`src/rtl/if_pkg.sv`:
```
// Shared types and constants for the instruction-fetch stage.
package if_pkg;

  typedef enum logic [1:0] {
    IDLE  = 2'd0,
    FETCH = 2'd1,
    HOLD  = 2'd2,
    KILL  = 2'd3
  } fetch_state_t;

  localparam logic [31:0] NOP_INSTR  = 32'h00000013;
  localparam logic [6:0]  OPCODE_JAL = 7'b1101111;

  typedef struct packed {
    logic [31:0] instr;
    logic [31:0] pc;
  } hold_buf_t;

  function automatic logic [31:0] alignPc(input logic [31:0] addr);
    return {addr[31:2], 2'b00};
  endfunction

endpackage

```
`src/rtl/if_jal_imm.sv`:
```
// J-type immediate extraction and sign extension for JAL target prediction.
// Only built when IF_JAL_PREDICT_EN is defined.
`ifdef IF_JAL_PREDICT_EN
module if_jal_imm (
  input  logic [31:0] i_instr,
  output logic [31:0] o_imm
);

  // imm[20|10:1|11|19:12] sits in instr[31:12]; bit 0 is always zero.
  assign o_imm = {{11{i_instr[31]}}, i_instr[31], i_instr[19:12],
                  i_instr[20], i_instr[30:21], 1'b0};

endmodule
`endif

```
`src/rtl/if_fetch_unit.sv`:
```
// Instruction-fetch stage: sequential fetch with one-entry hold buffer,
// redirect flush and in-flight kill. Optional JAL prediction via IF_JAL_PREDICT_EN.
module if_fetch_unit
  import if_pkg::*;
#(
  parameter logic [31:0] RESET_PC = 32'h00000000
) (
  input  logic        clk,
  input  logic        reset,
  input  logic        stall,
  input  logic        redirect_valid,
  input  logic [31:0] redirect_pc,
  output logic        imem_req,
  output logic [31:0] imem_addr,
  input  logic        imem_ready,
  input  logic [31:0] imem_rdata,
  output logic [31:0] instruction_out,
  output logic [31:0] PC_out,
  output logic        busywait,
  output logic        NOP_sel
);

  fetch_state_t r_state;
  logic [31:0]  r_pc;
  logic [31:0]  r_killAddr;
  hold_buf_t    r_hold;
  logic         r_holdValid;

  fetch_state_t w_nextState;
  logic [31:0]  w_nextPc;
  logic [31:0]  w_seqNextPc;
  logic         w_holdLoad;
  logic         w_holdClear;
  logic         w_killLoad;

`ifdef IF_JAL_PREDICT_EN
  logic [31:0] w_jalImm;
  logic        w_isJal;

  if_jal_imm u_jalImm (
    .i_instr (imem_rdata),
    .o_imm   (w_jalImm)
  );

  assign w_isJal     = (imem_rdata[6:0] == OPCODE_JAL);
  assign w_seqNextPc = w_isJal ? alignPc(r_pc + w_jalImm) : r_pc + 32'd4;
`else
  assign w_seqNextPc = r_pc + 32'd4;
`endif

  // While killing, the abandoned request must keep its original address.
  assign imem_addr = (r_state == KILL) ? r_killAddr : r_pc;

  always_comb begin
    w_nextState     = r_state;
    w_nextPc        = r_pc;
    w_holdLoad      = 1'b0;
    w_holdClear     = 1'b0;
    w_killLoad      = 1'b0;
    imem_req        = 1'b0;
    instruction_out = NOP_INSTR;
    PC_out          = 32'd0;
    NOP_sel         = 1'b1;
    busywait        = 1'b0;

    case (r_state)
      IDLE: w_nextState = FETCH;
      FETCH: begin
        imem_req = 1'b1;
        if (redirect_valid) begin
          w_nextState = imem_ready ? FETCH : KILL;
          w_killLoad  = !imem_ready;
        end else if (imem_ready) begin
          instruction_out = imem_rdata;
          PC_out          = r_pc;
          NOP_sel         = 1'b0;
          w_nextPc        = w_seqNextPc;
          if (stall) begin
            busywait    = 1'b1;
            w_holdLoad  = 1'b1;
            w_nextState = HOLD;
          end
        end else begin
          busywait = stall;
        end
      end
      HOLD: begin
        instruction_out = r_hold.instr;
        PC_out          = r_hold.pc;
        NOP_sel         = !r_holdValid;
        busywait        = stall;
        if (!stall) begin
          w_holdClear = 1'b1;
          w_nextState = FETCH;
        end
      end
      KILL: begin
        imem_req = 1'b1;
        busywait = stall;
        if (imem_ready) w_nextState = FETCH;
      end
      default: w_nextState = IDLE;
    endcase

    // A redirect beats everything else: bubble this cycle and retarget.
    if (redirect_valid) begin
      instruction_out = NOP_INSTR;
      PC_out          = 32'd0;
      NOP_sel         = 1'b1;
      busywait        = 1'b0;
      w_nextPc        = alignPc(redirect_pc);
      w_holdClear     = 1'b1;
      w_holdLoad      = 1'b0;
      if (r_state == HOLD || r_state == IDLE) w_nextState = FETCH;
    end
  end

  always_ff @(posedge clk or posedge reset) begin
    if (reset) begin
      r_state     <= IDLE;
      r_pc        <= RESET_PC;
      r_killAddr  <= 32'd0;
      r_hold      <= '0;
      r_holdValid <= 1'b0;
    end else begin
      r_state <= w_nextState;
      r_pc    <= w_nextPc;
      if (w_killLoad) r_killAddr <= r_pc;
      if (w_holdLoad) begin
        r_hold      <= '{instr: imem_rdata, pc: r_pc};
        r_holdValid <= 1'b1;
      end else if (w_holdClear) begin
        r_holdValid <= 1'b0;
      end
    end
  end

endmodule

```
`config.mk`:
```
export PLATFORM = sky130hd
export DESIGN_NAME = if_fetch_unit
export DESIGN_NICKNAME = d
export VERILOG_FILES = /design/src/rtl/if_pkg.sv /design/src/rtl/if_jal_imm.sv /design/src/rtl/if_fetch_unit.sv
export SDC_FILE = /design/constraint.sdc
export NUM_CORES = 1
export LEC_CHECK = 0
export CAP_MARGIN = 5
export CELL_PAD_IN_SITES_DETAIL_PLACEMENT = 1
export CELL_PAD_IN_SITES_GLOBAL_PLACEMENT = 1
export CORE_ASPECT_RATIO = 0.8
export CORE_UTILIZATION = 38
export CTS_CLUSTER_DIAMETER = 80
export DETAILED_ROUTE_END_ITERATION = 16
export GPL_ROUTABILITY_DRIVEN = 0
export MAX_ROUTING_LAYER = met4
export PLACE_DENSITY_LB_ADDON = 0.1
export SLEW_MARGIN = 20
export SYNTH_ARGS = -nofsm -noshare
export SYNTH_HDL_FRONTEND = slang
export SYNTH_SLANG_ARGS = --single-unit
```
`constraint.sdc`:
```
create_clock -name clk -period 5.7 [get_ports clk]
set_clock_uncertainty 0.05 [all_clocks]
set_input_delay 0.855 -clock clk [delete_from_list [all_inputs] [get_ports clk]]
set_output_delay 0.855 -clock clk [all_outputs]
set_load 0.01 [all_outputs]
```
; Yosys cells after proc, flatten, opt, wreduce, memory -nomap -nowiden
; Cells that the tools add are included.
[word_totals]
register_bits = 131
output_inout_bits = 99
input_bits = 69
[op_classes]
reduce_logical = 10
n_eq_ne = 3
n_mux = 37
n_addsub = 1
[ops]
columns = cell, n
row1 = two-way mux 32 bit, 8
row2 = case mux 32 bit (2 select lines), 2
row3 = "adder 32 x 3 -> 32 bit, second input constant", 1
row4 = two-way mux 1 bit, 16
row5 = two-way mux 2 bit, 8
row6 = case mux 2 bit (4 select lines), 1
row7 = nonzero test 2 bit, 3
row8 = "== test 2 bit, second input constant", 2
row9 = case mux 1 bit (2 select lines), 2
row10 = OR reduction 2 bit, 2
row11 = "== test 2 x 1 -> 1 bit, second input constant", 1
row12 = logical NOT 1 bit, 2
row13 = logical NOT 2 bit, 1
row14 = AND reduction 2 bit, 1
row15 = logical OR 1 bit, 1

; Depth between registers and ports, before layout
; Gate-level depths: netlist (run 1).
[depth]
depth_word = 6
mapped_depth = 10

; Least setup slack after synthesis (run 1)
; OpenSTA, ideal clock, no wires.
[synth_path]
kind = register to output
start = reg r_state[1]
end = out instruction_out[16]
arrival_time_ps = 2149
required_time_ps = 4795
stages_incl_launch_ff = 10
setup_slack_ps = 2646
cell_sequence = dfrtp_1 inv_1 ha_1 clkbuf_1 and2_2 clkbuf_1 clkbuf_1 clkbuf_1 a22oi_1 nor2_1
[synth_between]
elab_chain_cells = 3
word_cells_on_any_way = 4
[synth_rtl]
columns = item, line_no
row1 = "start, declared", if_fetch_unit.sv:23  ; fetch_state_t r_state;
row2 = "start signal, assigned", if_fetch_unit.sv:126  ; r_state <= w_nextState;
row3 = == test 2 bit / == test 2 x 1 -> 1 bit (equally long branches), if_fetch_unit.sv:66  ; case (r_state)
row4 = case mux 32 bit (2 select lines) *, if_fetch_unit.sv:66
row5 = two-way mux 32 bit *, if_fetch_unit.sv:106  ; if (redirect_valid) begin
row6 = "end, declared", if_fetch_unit.sv:17  ; output logic [31:0] instruction_out,
; Mark *: on every way between the ends. The rest lies on a longest branch, timed or not.

; Final worst setup path (run 1)
[layout_path]
start = in redirect_valid
end = out instruction_out[4]
[layout_between]
elab_chain_cells = 1
[layout_rtl]
columns = item, line_no
row1 = "start, declared", if_fetch_unit.sv:11  ; input logic redirect_valid,
row2 = two-way mux 32 bit, if_fetch_unit.sv:106
; No other way between the ends.

==> metrics.md, run 1 <==
| Metric | Value |
|---|---|
| Core ar. | `0.0174 mm²` |
| Routed wire length | `19600 µm` |
| Post-synthesis sequential area ratio | `0.460` |
| Startpoint Class | `primary input` |
| Fin nets | `856` |
| Total CTS buffers | `17` |
| DRC violations left | `0` |
| Final setup vio count | `0` |
| CP peak stage delay | `540 ps` |
| Final design utilization | `0.513` |
| DPL Wire Length | `13100 µm` |
| CTS H-Tree Depth | `4` |
| Post-DR wirelength/cell | `19.3 µm` |
| Final Hold Vio Count | `0` |
| Num Clock Sinks | `125` |
| Min Hold Slack | `430 ps` |
| Worst path slowest cell | `nand2_2` |
| CP cell instances | `clkdlybuf4s50_1 -> inv_1 -> buf_4 -> nand2_2 -> buf_4 -> a21oi_1 -> nand2_1 -> clkdlybuf4s50_1` |
| Bufs on Longest Clock Path | `2` |
| Ys Warns | `0` |
| Syn Inst Count | `659` |
| Slew HR | `0.316` |
| WS Path Type | `in2out` |
| Syn Area/Cell | `10.3 µm²` |
| Minimum clock period | `4350 ps` |
| PwrDens | `432 mW/mm²` |
| Buffers and inverters on the worst path | `5` |
| Clock Latency Late Sink | `410 ps` |
| Crit-path max FO | `34` |
| DIE AREA | `0.0184 mm²` |
| Chip height | `122 µm` |
| Fmax | `230 MHz` |
| Grt ovf | `0` |
| GRT Overall Usage | `0.234` |
| Peak VDD IR | `0.239 mV` |
| Share of layout cells above drive strength 1 | `0.196` |
| Area delta synth->final | `31.5%` |
| Share of synthesized registers carrying an async set or reset | `1.00` |
| EDFF count, synth | `0` |
| PostCTS Resize Cnt | `0` |
| Starting Density | `0.390` |
| Cell family with most CP delay | `buffers and inverters` |
| CTS tree | `built` |
| Routed Antenna Nets | `0` |
| Setup Buffers After CTS | `0` |
| CP arrival | `3440 ps` |
| RSZ-0062 raised after global routing | `false` |
| Slew Limit Fails | `0` |
| DRT iter0 DRCs | `251` |
| # rows | `43` |
| Largest net degree at the start of global routing | `70` |
| Leak Pwr | `3.49 nW` |
| Vias/cell | `5.47` |
| Syn Std Cell Area | `0.00680 mm²` |
| CP Data Required Time | `4800 ps` |
| Number of global-route vias before repair | `5923` |
| Power Total | `3.87 mW` |
| Number of synthesized register bits | `125` |
| Element type at the critical path end | `output port` |
| I/O Buffers | `161` |
| Most used DFF post-synth | `dfrtp_1` |
| Status | `complete, no violations` |
| Count of cell types in the netlist | `48` |
| Hold_buf cts | `0` |
| Total of max-cap violations | `0` |
| Worst-margin pin slew | `1030 ps` |
| Clk slew on worst S/H paths | `50 ps` |
| Antenna diode count | `0` |
| Routed via count | `5547` |
| I/O pins | `168` |
| 1st-pass router iterations | `4` |
| Initial antenna violation count | `0` |
| Fin crit share | `0.763` |
| Root Driver | `clkbuf_16` |
| Setup TNS | `0 ps` |
| Die Width | `152 µm` |
| Worst min path class | `reg2reg` |
| First-pass GRT wire length | `32000 µm` |
## synth_stat cells (all sizes together), types with 2 or more instances
library cell    n  area [µm²]
a211oi          2        15.0
a21oi           7        35.0
a22oi          60         450
a31oi          13        81.3
and3            3        18.8
buf            23         140
bufbuf          2        65.1
clkbuf         43         184
dfrtp         125        3130
dlygate4sd1     2        17.5
ha              7        87.6
inv            11        41.3
mux2          107        1200
nand2          43         161
nand3          13        90.1
nand4          17         113
nor2           81         304
nor3            3        15.0
nor4            3        18.8
o21ai          39         195
o31ai           9        67.6
or2             2        12.5
or3             6        38.8
or4            11        82.6
xnor2           6        52.6
xor2            7        61.3
## where the power goes
| part | leakage (nW) | total, mW | internal, mW | switching [mW] |
|---|---|---|---|---|
| combinational | 1.74 | 1.39 | 0.744 | 0.644 |
| sequential | 1.49 | 1.48 | 1.24 | 0.233 |
| clock | 0.260 | 1.00 | 0.628 | 0.376 |
## flip-flops by register name, indices dropped and copies added, names as in the netlist
register and flops:
r_hold 62, r_holdValid 1, r_killAddr 30, r_pc 30, r_state 2
## path summary, 6_finish.rpt
path | from | end | slack, ps | cells past startpoint
max in group asynchronous | reset | r_hold[11]$_DFFE_PP0P_ | 3960 | 3
min in group asynchronous | reset | r_hold[34]$_DFFE_PP0P_ | 960 | 3
max reg2reg | r_state[1]$_DFF_PP0_ | r_hold[53]$_DFFE_PP0P_ | 2130 | 5
max | redirect_valid | instruction_out[4] | 1350 | 8
min | r_killAddr[17]$_DFFE_PP0P_ | r_killAddr[17]$_DFFE_PP0P_ | 430 | 2
min reg2reg | r_killAddr[17]$_DFFE_PP0P_ | r_killAddr[17]$_DFFE_PP0P_ | 430 | 2
## layout by cell type (no fill, tap or decap), drive strengths merged, types with 2 or more instances in the layout
master / netlist / routed
a22oi: 60 / 60
nand4: 17 / 17
clkinv: 0 / 5
nand3: 13 / 13
nor4: 3 / 3
a211oi: 2 / 2
or4: 11 / 11
o21ai: 39 / 39
inv: 11 / 11
dfrtp: 125 / 125
o31ai: 9 / 9
bufinv: 0 / 2
xor2: 7 / 7
nor3: 3 / 3
buf: 23 / 8
clkinvlp: 0 / 2
xnor2: 6 / 6
or3: 6 / 6
a31oi: 13 / 13
ha: 7 / 7
nor2: 81 / 81
a21oi: 7 / 7
clkdlybuf4s50: 0 / 161
conb: 1 / 4
clkbuf: 43 / 19
or2: 2 / 2
mux2: 107 / 107
nand2: 43 / 43
and3: 3 / 3
## final cells by class
cell class | count | area (µm²)
Clock buffer | 19 | 433
Clock inverter | 9 | 100
Fill cell | 1897 | 8490
Inverter | 11 | 43.8
Multi-Input combinational cell | 456 | 3260
Sequential cell | 125 | 3130
Tap cell | 225 | 282
Timing Repair Buffer | 169 | 1700
## metrics by stage
step	instance area (µm²)	cells	worst slack [ps]
after floorplan	6810	662	1470
after global placement	8390	985	1320
after detailed placement	8410	986	1290
after CTS	8940	1014	1290
after global routing	8940	1014	1160
final	8940	1014	1350
## per-layer routing
layer	track usage	wire (µm)	vias up
met4	0.0730	338	0
met1	0.298	8790	2810
met2	0.374	9680	110
met3	0.0464	796	23
li1	-	-	2604
met5	-	0	-
## cell families after synthesis
group	synth area share
mux	0.179
other cells	0.000552
xor+xnor	0.0167
simple gates	0.132
flops	0.460
compound gates	0.133
fa+ha+maj	0.0129
buf+inv	0.0659
## worst min-delay path, stage by stage, from the launching register on
cell and delay, ps:
dfrtp_1 340, nand2_1 50, o21ai_0 60
Note: power is estimated with default switching activity, not from simulation.
==> run 2: changes to the inputs <==
--- a/config.mk
+++ b/config.mk
@@ -9,7 +9,7 @@
 export CELL_PAD_IN_SITES_DETAIL_PLACEMENT = 1
 export CELL_PAD_IN_SITES_GLOBAL_PLACEMENT = 1
 export CORE_ASPECT_RATIO = 0.8
-export CORE_UTILIZATION = 38
+export CORE_UTILIZATION = 35
 export CTS_CLUSTER_DIAMETER = 80
 export DETAILED_ROUTE_END_ITERATION = 16
 export GPL_ROUTABILITY_DRIVEN = 0
==> constraint.sdc (replaced) <==
create_clock -name clk -period 3.51 [get_ports clk]
set_clock_uncertainty 0.05 [all_clocks]
set_input_delay 0.5265 -clock clk [delete_from_list [all_inputs] [get_ports clk]]
set_output_delay 0.5265 -clock clk [all_outputs]
set_load 0.01 [all_outputs]
==> metrics.md, run 2 (synthesis gave the netlist of run 1 again) <==
| Metric | Value |
|---|---|
| Status | `complete, no violations` |
| RSZ-0062 raised after global routing | `false` |
| Slew Limit Fails | `0 (unchanged)` |
| Worst R2R Start | `r_state[1]$_DFF_PP0_` |
| Chip height | `127 µm (+4.1%)` |
| I/O Buffers | `161 (unchanged)` |
| Grt ovf | `0 (unchanged)` |
| Total of max-cap violations | `0 (unchanged)` |
| Clock Latency Late Sink | `420 ps (about the same)` |
| Met3 Use GR | `0.0434 (-0.00305)` |
| Initial antenna violation count | `0 (unchanged)` |
| Starting Density | `0.358 (-0.0317)` |
| Setup Buffers After CTS | `0 (unchanged)` |
| Share of layout cells above drive strength 1 | `0.209 (+0.0123)` |
| Non-Filler Instances | `1058 (+4.3%)` |
| PwrDens | `712 mW/mm² (+65%)` |
| Bufs on Longest Clock Path | `2 (unchanged)` |
| CP Data Required Time | `2930 ps (-1870 ps)` |
| Area delta synth->final | `34.7%` |
| Critical Path Source | `r_state[1]$_DFF_PP0_` |
| Final Hold Vio Count | `0 (unchanged)` |
| Minimum clock period | `3300 ps` |
| Root Driver | `clkbuf_16` |
| First-pass GRT wire length | `33400 µm (+4.3%)` |
| Max reg flops | `62 (unchanged)` |
| Met2 usage | `0.354 (-0.0205)` |
| Final setup vio count | `0 (unchanged)` |
| Setup TNS | `0 ps (unchanged)` |
| Largest net degree at the start of global routing | `54 (-23%)` |
| Num Clock Sinks | `125 (unchanged)` |
| CTS H-Tree Depth | `4 (unchanged)` |
| # rows | `45 (+4.7%)` |
| Worst-margin pin slew | `813 ps (-213 ps)` |
| Number of global-route vias before repair | `6057 (+2.3%)` |
| Routed wire length | `20400 µm (+4.2%)` |
| Hold_buf cts | `0 (unchanged)` |
| Largest Register | `r_hold` |
| Element type at the critical path end | `output port` |
| DPL Wire Length | `13900 µm (+6.4%)` |
| Antenna diode count | `0 (unchanged)` |
| Post-DR wirelength/cell | `19.3 µm (-0.16%)` |
| 1st-pass router iterations | `4 (unchanged)` |
| Fin nets | `863 (+0.82%)` |
| WS Path Type | `reg2out` |
| Filler cells | `2079 (+9.6%)` |
| DRC violations left | `0 (unchanged)` |
| Hold Crit Start | `r_hold[23]$_DFFE_PP0P_` |
| Fin crit share | `0.939` |
| Fmax | `303 MHz` |
| Placed Cells | `1026 (+4.1%)` |
| Vias/cell | `5.31 (-2.9%)` |
| Leading cell type in the layout, fill and taps excluded | `clkdlybuf4s50_1` |
| CP arrival | `2720 ps (-720 ps)` |
| Gr busiest metal | `met2` |
| Peak VDD IR | `0.337 mV (+41%)` |
| Startpoint Class | `register` |
| Routed via count | `5619 (+1.3%)` |
| DRT iter0 DRCs | `235 (-6.4%)` |
| Routed Antenna Nets | `0 (unchanged)` |
| Crit-path max FO | `25 (-26%)` |
| DIE AREA | `0.0200 mm² (+8.4%)` |
| Slew HR | `0.453 (+0.137)` |
| Leak Pwr | `3.57 nW (+2.2%)` |
| Commonest cells after routing, fill and taps aside | `clkdlybuf4s50_1, dfrtp_1, mux2_2` |
| Routing usage on met1 | `0.291 (-0.00726)` |
| I/O pins | `168 (unchanged)` |
| Clk slew on worst S/H paths | `60 ps (about the same)` |
| Total CTS buffers | `17 (unchanged)` |
| Core ar. | `0.0190 mm² (+8.8%)` |
| Worst min path class | `reg2reg` |
| GRT Overall Usage | `0.225 (-0.00874)` |
| CTS tree | `built` |
| Die Width | `158 µm (+4.1%)` |
| Biggest regs | `r_hold (62), r_killAddr (30), r_pc (30)` |
run 2: repair_timing:
| item | CTS | global route |
|---|---|---|
| setup endpoints to repair | 0 | 25 |
| resized for setup | 0 | 1 |
| hold endpoints to repair | 0 | 0 |
run 2: metrics by stage:
| step | worst slack, ps | hold slack (ps) | utilization | total power, mW | cell area [µm²] |
|---|---|---|---|---|---|
| 6_report | 215 | 431 | 0.483 | 6.52 | 9160 |
| 5_1_grt | 40.5 | 465 | 0.483 | 6.93 | 9160 |
| 4_1_cts | 27.6 | 434 | 0.482 | 6.61 | 9160 |
| 3_5_place_dp | 380 | 421 | 0.451 | 4.75 | 8550 |
| 3_3_place_gp | 403 | 412 | 0.451 | 4.61 | 8550 |
| 2_1_floorplan | 784 | 400 | - | 3.72 | 6810 |
run 2: worst paths after layout:
| check | cells after the start | slack, ps | endpoint |
|---|---|---|---|
| worst max-delay path | 7 | 210 | PC_out[11] |
| worst min-delay path | 2 | 430 | r_hold[23]$_DFFE_PP0P_ |
| worst max register to register | 6 | 730 | r_pc[20]$_DFFE_PP0N_ |
| worst min register to register | 2 | 430 | r_hold[23]$_DFFE_PP0P_ |
| max in group asynchronous | 3 | 2110 | r_killAddr[31]$_DFFE_PP0P_ |
| min in group asynchronous | 2 | 560 | r_hold[18]$_DFFE_PP0P_ |
run 2: worst max-delay path: stages (launching register included):
cell and delay (ps):
dfrtp_1 430, inv_1 150, ha_2 350, and2_2 230
buf_4 320, a22oi_1 130, nor2_1 140, clkdlybuf4s50_1 550
run 2: routing by layer:
metal | vias up | wire [µm] | part of all wire
met5 | - | 0 | 0
met4 | 0 | 289 | 0.014
met3 | 24 | 750 | 0.037
met2 | 111 | 9890 | 0.48
met1 | 2869 | 9490 | 0.46
li1 | 2615 | - | -
run 2: layout make-up:
type | instances | area [µm²] | share of cell area
Multi-Input combinational cell | 456 | 3260 | 0.356
Sequential cell | 125 | 3130 | 0.342
Timing Repair Buffer | 176 | 1800 | 0.196
Clock buffer | 21 | 460 | 0.0503
Tap cell | 258 | 323 | 0.0353
Clock inverter | 11 | 141 | 0.0154
Inverter | 11 | 45.0 | 0.00492
run 2: power by group:
| part | switching [mW] | leakage (nW) | internal [mW] | total, mW |
|---|---|---|---|---|
| Sequential | 0.377 | 1.49 | 2.02 | 2.39 |
| Clock | 0.669 | 0.289 | 1.15 | 1.82 |
| Combinational | 1.07 | 1.79 | 1.24 | 2.31 |
